$ cat src/rtl/tx_fifo_bridge.sv
// tx_fifo_bridge: pops words from a first-word-fall-through async FIFO and
// launches them one at a time into a UART transmitter, waiting for the
// transmitter's busy handshake, with a busy-rise timeout and an inter-frame gap.
module tx_fifo_bridge #(
  parameter int unsigned DATA_WIDTH   = 8,
  parameter int unsigned BUSY_TIMEOUT = 255,
  parameter int unsigned GAP_CYCLES   = 1
) (
  input  logic                  tx_clk,
  input  logic                  uart_sync_rst,
  input  logic                  tx_enable,
  input  logic                  empty_flag,
  input  logic [DATA_WIDTH-1:0] fifo_rd_data,
  input  logic                  busy,
  output logic                  rd_inc,
  output logic [DATA_WIDTH-1:0] tx_p_data,
  output logic                  tx_data_valid,
  output logic [15:0]           frame_count,
  output logic                  timeout_err,
  output logic                  bridge_idle
);

  localparam int unsigned TW = (BUSY_TIMEOUT < 2) ? 1 : $clog2(BUSY_TIMEOUT + 1);
  localparam int unsigned GW = (GAP_CYCLES < 2) ? 1 : $clog2(GAP_CYCLES);

  localparam logic [TW-1:0] TIMEOUT_VAL = TW'(BUSY_TIMEOUT);
  localparam logic [GW-1:0] GAP_LAST    = GW'((GAP_CYCLES == 0) ? 0 : GAP_CYCLES - 1);

  typedef enum logic [2:0] {
    S_IDLE,
    S_LOAD,
    S_LAUNCH,
    S_WAIT_BUSY,
    S_WAIT_DONE,
    S_GAP
  } state_t;

  state_t                state_q;
  logic                  rd_inc_q;
  logic [DATA_WIDTH-1:0] tx_p_data_q;
  logic                  tx_data_valid_q;
  logic [15:0]           frame_count_q;
  logic [15:0]           frame_count_d;
  logic                  timeout_err_q;
  logic                  bridge_idle_q;
  logic [TW-1:0]         wait_cnt_q;
  logic [TW-1:0]         wait_cnt_d;
  logic [GW-1:0]         gap_cnt_q;
  logic [GW-1:0]         gap_cnt_d;
  logic                  fetch_ok;

  // Incremented counter values and the IDLE fetch qualifier.
  always_comb begin
    wait_cnt_d    = wait_cnt_q + 1'b1;
    gap_cnt_d     = gap_cnt_q + 1'b1;
    frame_count_d = frame_count_q + 16'd1;
    fetch_ok      = tx_enable && !empty_flag && !busy;
  end

  // Frame sequencer; every output is registered and bridge_idle is updated
  // on the same edge that enters or leaves IDLE, so it always mirrors the state.
  always_ff @(posedge tx_clk or negedge uart_sync_rst) begin
    if (!uart_sync_rst) begin
      state_q         <= S_IDLE;
      rd_inc_q        <= 1'b0;
      tx_p_data_q     <= '0;
      tx_data_valid_q <= 1'b0;
      frame_count_q   <= '0;
      timeout_err_q   <= 1'b0;
      bridge_idle_q   <= 1'b1;
      wait_cnt_q      <= '0;
      gap_cnt_q       <= '0;
    end else begin
      rd_inc_q        <= 1'b0;
      tx_data_valid_q <= 1'b0;
      case (state_q)
        S_IDLE: begin
          if (fetch_ok) begin
            // Word and pop strobe are registered on entry so both are seen during LOAD.
            state_q       <= S_LOAD;
            tx_p_data_q   <= fifo_rd_data;
            rd_inc_q      <= 1'b1;
            bridge_idle_q <= 1'b0;
          end
        end
        S_LOAD: begin
          state_q         <= S_LAUNCH;
          tx_data_valid_q <= 1'b1;
        end
        S_LAUNCH: begin
          state_q    <= S_WAIT_BUSY;
          wait_cnt_q <= '0;
        end
        S_WAIT_BUSY: begin
          if (busy) begin
            // busy takes priority over a timeout reached in the same cycle.
            state_q       <= S_WAIT_DONE;
            frame_count_q <= frame_count_d;
            wait_cnt_q    <= '0;
          end else if (wait_cnt_d == TIMEOUT_VAL) begin
            state_q       <= S_IDLE;
            timeout_err_q <= 1'b1;
            bridge_idle_q <= 1'b1;
            wait_cnt_q    <= '0;
          end else begin
            wait_cnt_q <= wait_cnt_d;
          end
        end
        S_WAIT_DONE: begin
          if (!busy) begin
            if (GAP_CYCLES == 0) begin
              state_q       <= S_IDLE;
              bridge_idle_q <= 1'b1;
            end else begin
              state_q   <= S_GAP;
              gap_cnt_q <= '0;
            end
          end
        end
        S_GAP: begin
          if (gap_cnt_q == GAP_LAST) begin
            state_q       <= S_IDLE;
            bridge_idle_q <= 1'b1;
            gap_cnt_q     <= '0;
          end else begin
            gap_cnt_q <= gap_cnt_d;
          end
        end
        default: begin
          state_q       <= S_IDLE;
          bridge_idle_q <= 1'b1;
          wait_cnt_q    <= '0;
          gap_cnt_q     <= '0;
        end
      endcase
    end
  end

  assign rd_inc        = rd_inc_q;
  assign tx_p_data     = tx_p_data_q;
  assign tx_data_valid = tx_data_valid_q;
  assign frame_count   = frame_count_q;
  assign timeout_err   = timeout_err_q;
  assign bridge_idle   = bridge_idle_q;

endmodule

$ cat config.mk
export PLATFORM = sky130hd
export DESIGN_NAME = tx_fifo_bridge
export DESIGN_NICKNAME = d
export VERILOG_FILES = /design/src/rtl/tx_fifo_bridge.sv
export SDC_FILE = /design/constraint.sdc
export NUM_CORES = 1
export LEC_CHECK = 0
export ABC_AREA = 1
export CORE_MARGIN = 1.5
export CORE_UTILIZATION = 54
export CTS_BUF_LIST = sky130_fd_sc_hd__clkbuf_4 sky130_fd_sc_hd__clkbuf_8 sky130_fd_sc_hd__clkbuf_16
export DETAILED_ROUTE_END_ITERATION = 12
export GPL_TIMING_DRIVEN = 0
export PLACE_DENSITY = 0.81
export SKIP_CTS_REPAIR_TIMING = 1
export SYNTH_ARGS = -nofsm -noshare
export SYNTH_HDL_FRONTEND = slang
export SYNTH_SLANG_ARGS = --single-unit
$ cat constraint.sdc
create_clock -name tx_clk -period 3.9 [get_ports tx_clk]
set_clock_uncertainty 0.05 [all_clocks]
set_input_delay 0.78 -clock tx_clk [delete_from_list [all_inputs] [get_ports tx_clk]]
set_output_delay 0.78 -clock tx_clk [all_outputs]
set_load 0.005 [all_outputs]
==> report_table.html <==
<table>
<tr><th>Metric</th><th>Value</th></tr>
<tr><th colspan="2">Clock network</th></tr>
<tr><td>Clock tree from TritonCTS</td><td>done</td></tr>
<tr><td>Max H-tree Level</td><td>2</td></tr>
<tr><td>Number of buffers created by CTS</td><td>5</td></tr>
<tr><td>Maximum clock path buffer count</td><td>2</td></tr>
<tr><td>Worst-Skew Late Latency</td><td>0.35 ns</td></tr>
<tr><td>Root Buffer Master</td><td>sky130_fd_sc_hd__clkbuf_4</td></tr>
<tr><td>Register clock-pin slew on the reported worst setup and hold paths</td><td>about 0.11 ns</td></tr>
<tr><td>Clock Sinks</td><td>39</td></tr>
<tr><th colspan="2">Drt</th></tr>
<tr><td>Length of the first detailed-routing pass in iterations</td><td>4</td></tr>
<tr><td>Routed WL per cell</td><td>11.9 um</td></tr>
<tr><td>Number of antenna-violating nets in the routed design</td><td>0</td></tr>
<tr><td>Count of vias placed by the detailed router</td><td>roughly 1600</td></tr>
<tr><td>Mean number of vias per cell</td><td>5.10</td></tr>
<tr><td>Post-Route WL</td><td>around 3800 um</td></tr>
<tr><td>Number of design rule violations left after detail routing</td><td>0</td></tr>
<tr><td>Starting DRC count in detailed routing</td><td>between 90 and 100</td></tr>
<tr><th colspan="2">Yosys</th></tr>
<tr><td>Share of flip-flops with an asynchronous set or reset after synthesis</td><td>1.00</td></tr>
<tr><td>Count of flip-flops with a built-in enable after synthesis</td><td>0</td></tr>
<tr><td>Number of different library cells in the post-synthesis netlist</td><td>28</td></tr>
<tr><td>Main synth FF type</td><td>sky130_fd_sc_hd__dfrtp_1</td></tr>
<tr><td>Share of the yosys chip area belonging to registers</td><td>0.510</td></tr>
<tr><td>Netlist Area Pre-Place</td><td>~1900 sq um</td></tr>
<tr><td>Post-Synthesis Net Count</td><td>243</td></tr>
<tr><td>Synthesized flop and latch total</td><td>39</td></tr>
<tr><td>Mean cell area of the mapped netlist</td><td>8.43 sq um</td></tr>
<tr><td>Yosys warning count</td><td>0</td></tr>
<tr><td>Number of cells produced by synthesis</td><td>about 230</td></tr>
<tr><th colspan="2">Critical path</th></tr>
<tr><td>CP max stage delay</td><td>0.56 ns</td></tr>
<tr><td>Cell class contributing the biggest share of worst-path delay</td><td>buffers and inverters</td></tr>
<tr><td>Critical path peak fanout</td><td>8</td></tr>
<tr><td>R2R depth</td><td>10</td></tr>
<tr><td>Critical path required time</td><td>3.07 ns</td></tr>
<tr><td>Number of logic stages on the critical path including buffering</td><td>1</td></tr>
<tr><td>Setup crit end kind</td><td>primary output</td></tr>
<tr><td>Data arrival time of the critical path</td><td>around 1.4 ns</td></tr>
<tr><td>Category of the worst setup path launch point</td><td>flop</td></tr>
<tr><td>Critical path buffers and inverters</td><td>1</td></tr>
<tr><td>CP max-delay cell</td><td>sky130_fd_sc_hd__clkdlybuf4s50_1</td></tr>
<tr><td>Cells along the critical path</td><td>clkdlybuf4s50_1</td></tr>
<tr><td>Worst setup path class</td><td>reg -&gt; out</td></tr>
<tr><th colspan="2">Power</th></tr>
<tr><td>Leakage Power</td><td>1.16 nW</td></tr>
<tr><td>Worst vdd rail ir drop</td><td>~390 uV</td></tr>
<tr><td>Pwr per Cell Area</td><td>approximately 540 nW/um^2</td></tr>
<tr><th colspan="2">Floorplanning</th></tr>
<tr><td>Die area</td><td>3910 sq um</td></tr>
<tr><td>Number of rows in the core area</td><td>21</td></tr>
<tr><td>Placeable Area</td><td>about 3400 sq um</td></tr>
<tr><td>Die Width</td><td>62.5 um</td></tr>
<tr><td>Top-level port count</td><td>41</td></tr>
<tr><td>Starting Density</td><td>0.569</td></tr>
<tr><td>Height of the die</td><td>about 63 um</td></tr>
<tr><th colspan="2">GRT</th></tr>
<tr><td>Overall overflow remaining after global route</td><td>0</td></tr>
<tr><td>Number of global-route vias before repair</td><td>1533</td></tr>
<tr><td>Pin count of the biggest net entering global routing</td><td>40</td></tr>
<tr><td>GR Util All Layers</td><td>0.226</td></tr>
<tr><td>Initial antenna violation count</td><td>0</td></tr>
<tr><td>First-pass GRT wire length</td><td>~7100 um</td></tr>
<tr><th colspan="2">Timing</th></tr>
<tr><td>Pins Over Slew Limit</td><td>0</td></tr>
<tr><td>Timing-limited maximum frequency</td><td>444 MHz</td></tr>
<tr><td>Total of endpoints with negative setup slack in the final report</td><td>0</td></tr>
<tr><td>Number of hold-slack violations in the final timing report</td><td>0</td></tr>
<tr><td>Worst relative slew slack</td><td>0.446</td></tr>
<tr><td>Setup repair after global routing missed its margin</td><td>no</td></tr>
<tr><td>Time the final worst path needs with I/O delays and setup</td><td>~2.3 ns</td></tr>
<tr><td>Worst-margin pin slew</td><td>a little over 0.8 ns</td></tr>
<tr><td>Post-Route Setup TNS</td><td>0 ns</td></tr>
<tr><td>Final period utilization</td><td>0.577</td></tr>
<tr><th colspan="2">Placement</th></tr>
<tr><td>Placement Cell Area</td><td>between 2000 and 2500 sq um</td></tr>
<tr><td>Routability-driven placement congestion ratio</td><td>0.795</td></tr>
<tr><td>Port bufs</td><td>40</td></tr>
<tr><td>Final HPWL from detailed placement</td><td>2750 um</td></tr>
<tr><th colspan="2">Finish</th></tr>
<tr><td>Final Core Density</td><td>0.725</td></tr>
<tr><td>Area of all placed cells without fillers</td><td>~2400 sq um</td></tr>
<tr><td>Area Overhead vs Synth</td><td>27.5%</td></tr>
<tr><td>Filler instances</td><td>between 200 and 300</td></tr>
<tr><td>Area of the multi-input gates</td><td>836 sq um</td></tr>
<tr><td>Fraction of layout cells with a size suffix above 1</td><td>0.0800</td></tr>
<tr><td>Number of inserted diodes</td><td>0</td></tr>
<tr><td>Post-layout net count</td><td>290</td></tr>
<tr><td>Sequential cell area</td><td>977 sq um</td></tr>
<tr><th colspan="2">Outcome</th></tr>
<tr><td>Run status</td><td>complete, no violations</td></tr>
<tr><th colspan="2">Flow run</th></tr>
<tr><td>Max-cap viol count</td><td>0</td></tr>
<tr><th colspan="2">Worst hold path</th></tr>
<tr><td>Hold/Removal Path Class</td><td>reg -&gt; reg</td></tr>
<tr><td>Number of cells on the worst hold path</td><td>2</td></tr>
</table>
## report_power, final
part | switching (mW) | internal [mW] | total [mW]
Sequential | 0.0918 | 0.506 | 0.598
Clock | 0.133 | 0.113 | 0.246
Combinational | 0.243 | 0.234 | 0.477
## sequential cells by signal, indices dropped and copies added, names as in the netlist
register	cells
bridge_idle	1
state_q	3
timeout_err	1
rd_inc	1
tx_data_valid	1
wait_cnt_q	8
frame_count	16
tx_p_data	8
## per-layer routing
layer	routed length, um	share of wire	up-vias	GRT usage
met3	296	0.078	5	0.0685
met4	53	0.014	0	0.0694
met2	1600	0.42	62	0.335
li1	-	-	814	-
met5	0	0	-	0
met1	1860	0.49	755	0.322
## worst register-to-register path, cell delays in order, from the launching register on
cell	delay, ns
sky130_fd_sc_hd__dfrtp_1	0.41
sky130_fd_sc_hd__ha_1	0.21
sky130_fd_sc_hd__nand2_1	0.10
sky130_fd_sc_hd__nor2_1	0.15
sky130_fd_sc_hd__nand2_1	0.07
sky130_fd_sc_hd__nand2_1	0.09
sky130_fd_sc_hd__nand2_1	0.05
sky130_fd_sc_hd__nor2_1	0.14
sky130_fd_sc_hd__nand2_1	0.12
sky130_fd_sc_hd__nand2_2	0.18
sky130_fd_sc_hd__o21ai_0	0.11
## worst paths after layout
kind / startpoint / endpoint / slack [ns]
setup / recovery: frame_count[3] / frame_count[3] / 1.65
hold / removal: bridge_idle / bridge_idle / 0.42
setup reg to reg: wait_cnt_q[0] / wait_cnt_q[0] / 2.12
hold reg to reg: bridge_idle / bridge_idle / 0.42
max in group asynchronous: uart_sync_rst / tx_p_data[5] / 2.81
min in group asynchronous: uart_sync_rst / wait_cnt_q[3] / 0.46
## cell type report
class | count | share of cell area
repair buffers | 40 | 0.162
inverters | 26 | 0.0400
flip-flops and latches | 39 | 0.401
well taps | 46 | 0.0236
plain buffers | 1 | 0.00154
multi-input cells | 161 | 0.343
clock buffers | 8 | 0.0297
## Yosys cell counts, types with 3 or more instances
library cell / number / area [sq um]
sky130_fd_sc_hd__nand3_1: 16 / 80.1
sky130_fd_sc_hd__ha_1: 3 / 37.5
sky130_fd_sc_hd__dfrtp_1: 38 / 951
sky130_fd_sc_hd__nand4_1: 3 / 18.8
sky130_fd_sc_hd__xor2_1: 11 / 96.3
sky130_fd_sc_hd__nor3_1: 7 / 35.0
sky130_fd_sc_hd__nor2_1: 19 / 71.3
sky130_fd_sc_hd__nand2_1: 71 / 267
sky130_fd_sc_hd__o21ai_0: 5 / 25.0
sky130_fd_sc_hd__xnor2_1: 4 / 35.0
sky130_fd_sc_hd__inv_1: 25 / 93.8
sky130_fd_sc_hd__o22ai_1: 5 / 31.3
## stage by stage
step	hold slack (ns)	worst slack, ns	cells	power [mW]
2_1_floorplan	0.401	2.28	227	0.841
3_3_place_gp	0.406	1.08	313	1.07
3_5_place_dp	0.409	1.52	313	1.08
4_1_cts	0.425	1.66	321	1.33
5_1_grt	0.443	1.60	321	1.43
6_report	0.418	1.65	321	1.32
## layout by cell type, fill, tap and decap left out
master / Yosys / final
sky130_fd_sc_hd__nor2_4: 2 / 2
sky130_fd_sc_hd__clkbuf_4: 0 / 6
sky130_fd_sc_hd__or2_2: 2 / 2
sky130_fd_sc_hd__nand2_2: 2 / 2
sky130_fd_sc_hd__nor4_2: 1 / 1
sky130_fd_sc_hd__nand2_1: 71 / 71
sky130_fd_sc_hd__dfrtp_1: 38 / 38
sky130_fd_sc_hd__clkdlybuf4s50_1: 0 / 39
sky130_fd_sc_hd__clkbuf_1: 1 / 1
sky130_fd_sc_hd__xnor2_1: 4 / 4
sky130_fd_sc_hd__nand4_1: 3 / 3
sky130_fd_sc_hd__clkinv_1: 1 / 1
sky130_fd_sc_hd__buf_2: 0 / 1
sky130_fd_sc_hd__nor2_2: 1 / 1
sky130_fd_sc_hd__dfstp_2: 1 / 1
sky130_fd_sc_hd__nor3_1: 7 / 7
sky130_fd_sc_hd__clkbuf_8: 0 / 2
sky130_fd_sc_hd__o22ai_1: 5 / 5
sky130_fd_sc_hd__o21ai_0: 5 / 5
sky130_fd_sc_hd__inv_1: 25 / 25
sky130_fd_sc_hd__a21oi_1: 2 / 2
sky130_fd_sc_hd__nand3_2: 1 / 1
sky130_fd_sc_hd__o21bai_1: 1 / 1
sky130_fd_sc_hd__ha_1: 3 / 3
sky130_fd_sc_hd__o31ai_1: 1 / 1
sky130_fd_sc_hd__nor3b_1: 1 / 1
sky130_fd_sc_hd__nand2_4: 1 / 1
sky130_fd_sc_hd__nor2_1: 19 / 19
sky130_fd_sc_hd__nand3_1: 16 / 16
sky130_fd_sc_hd__a31o_2: 1 / 1
sky130_fd_sc_hd__nor3_2: 1 / 1
sky130_fd_sc_hd__xor2_1: 11 / 11
## logic make-up (layout without fill, tap and decap cells)
logic type / Yosys count / after routing / synth area share
fa+ha+maj: 3 / 3 / 0.0196
buf+inv: 27 / 75 / 0.0529
flops: 39 / 39 / 0.510
xor+xnor: 15 / 15 / 0.0686
compound gates: 15 / 15 / 0.0471
simple gates: 128 / 128 / 0.301
Note: power is estimated with default switching activity, not from simulation.
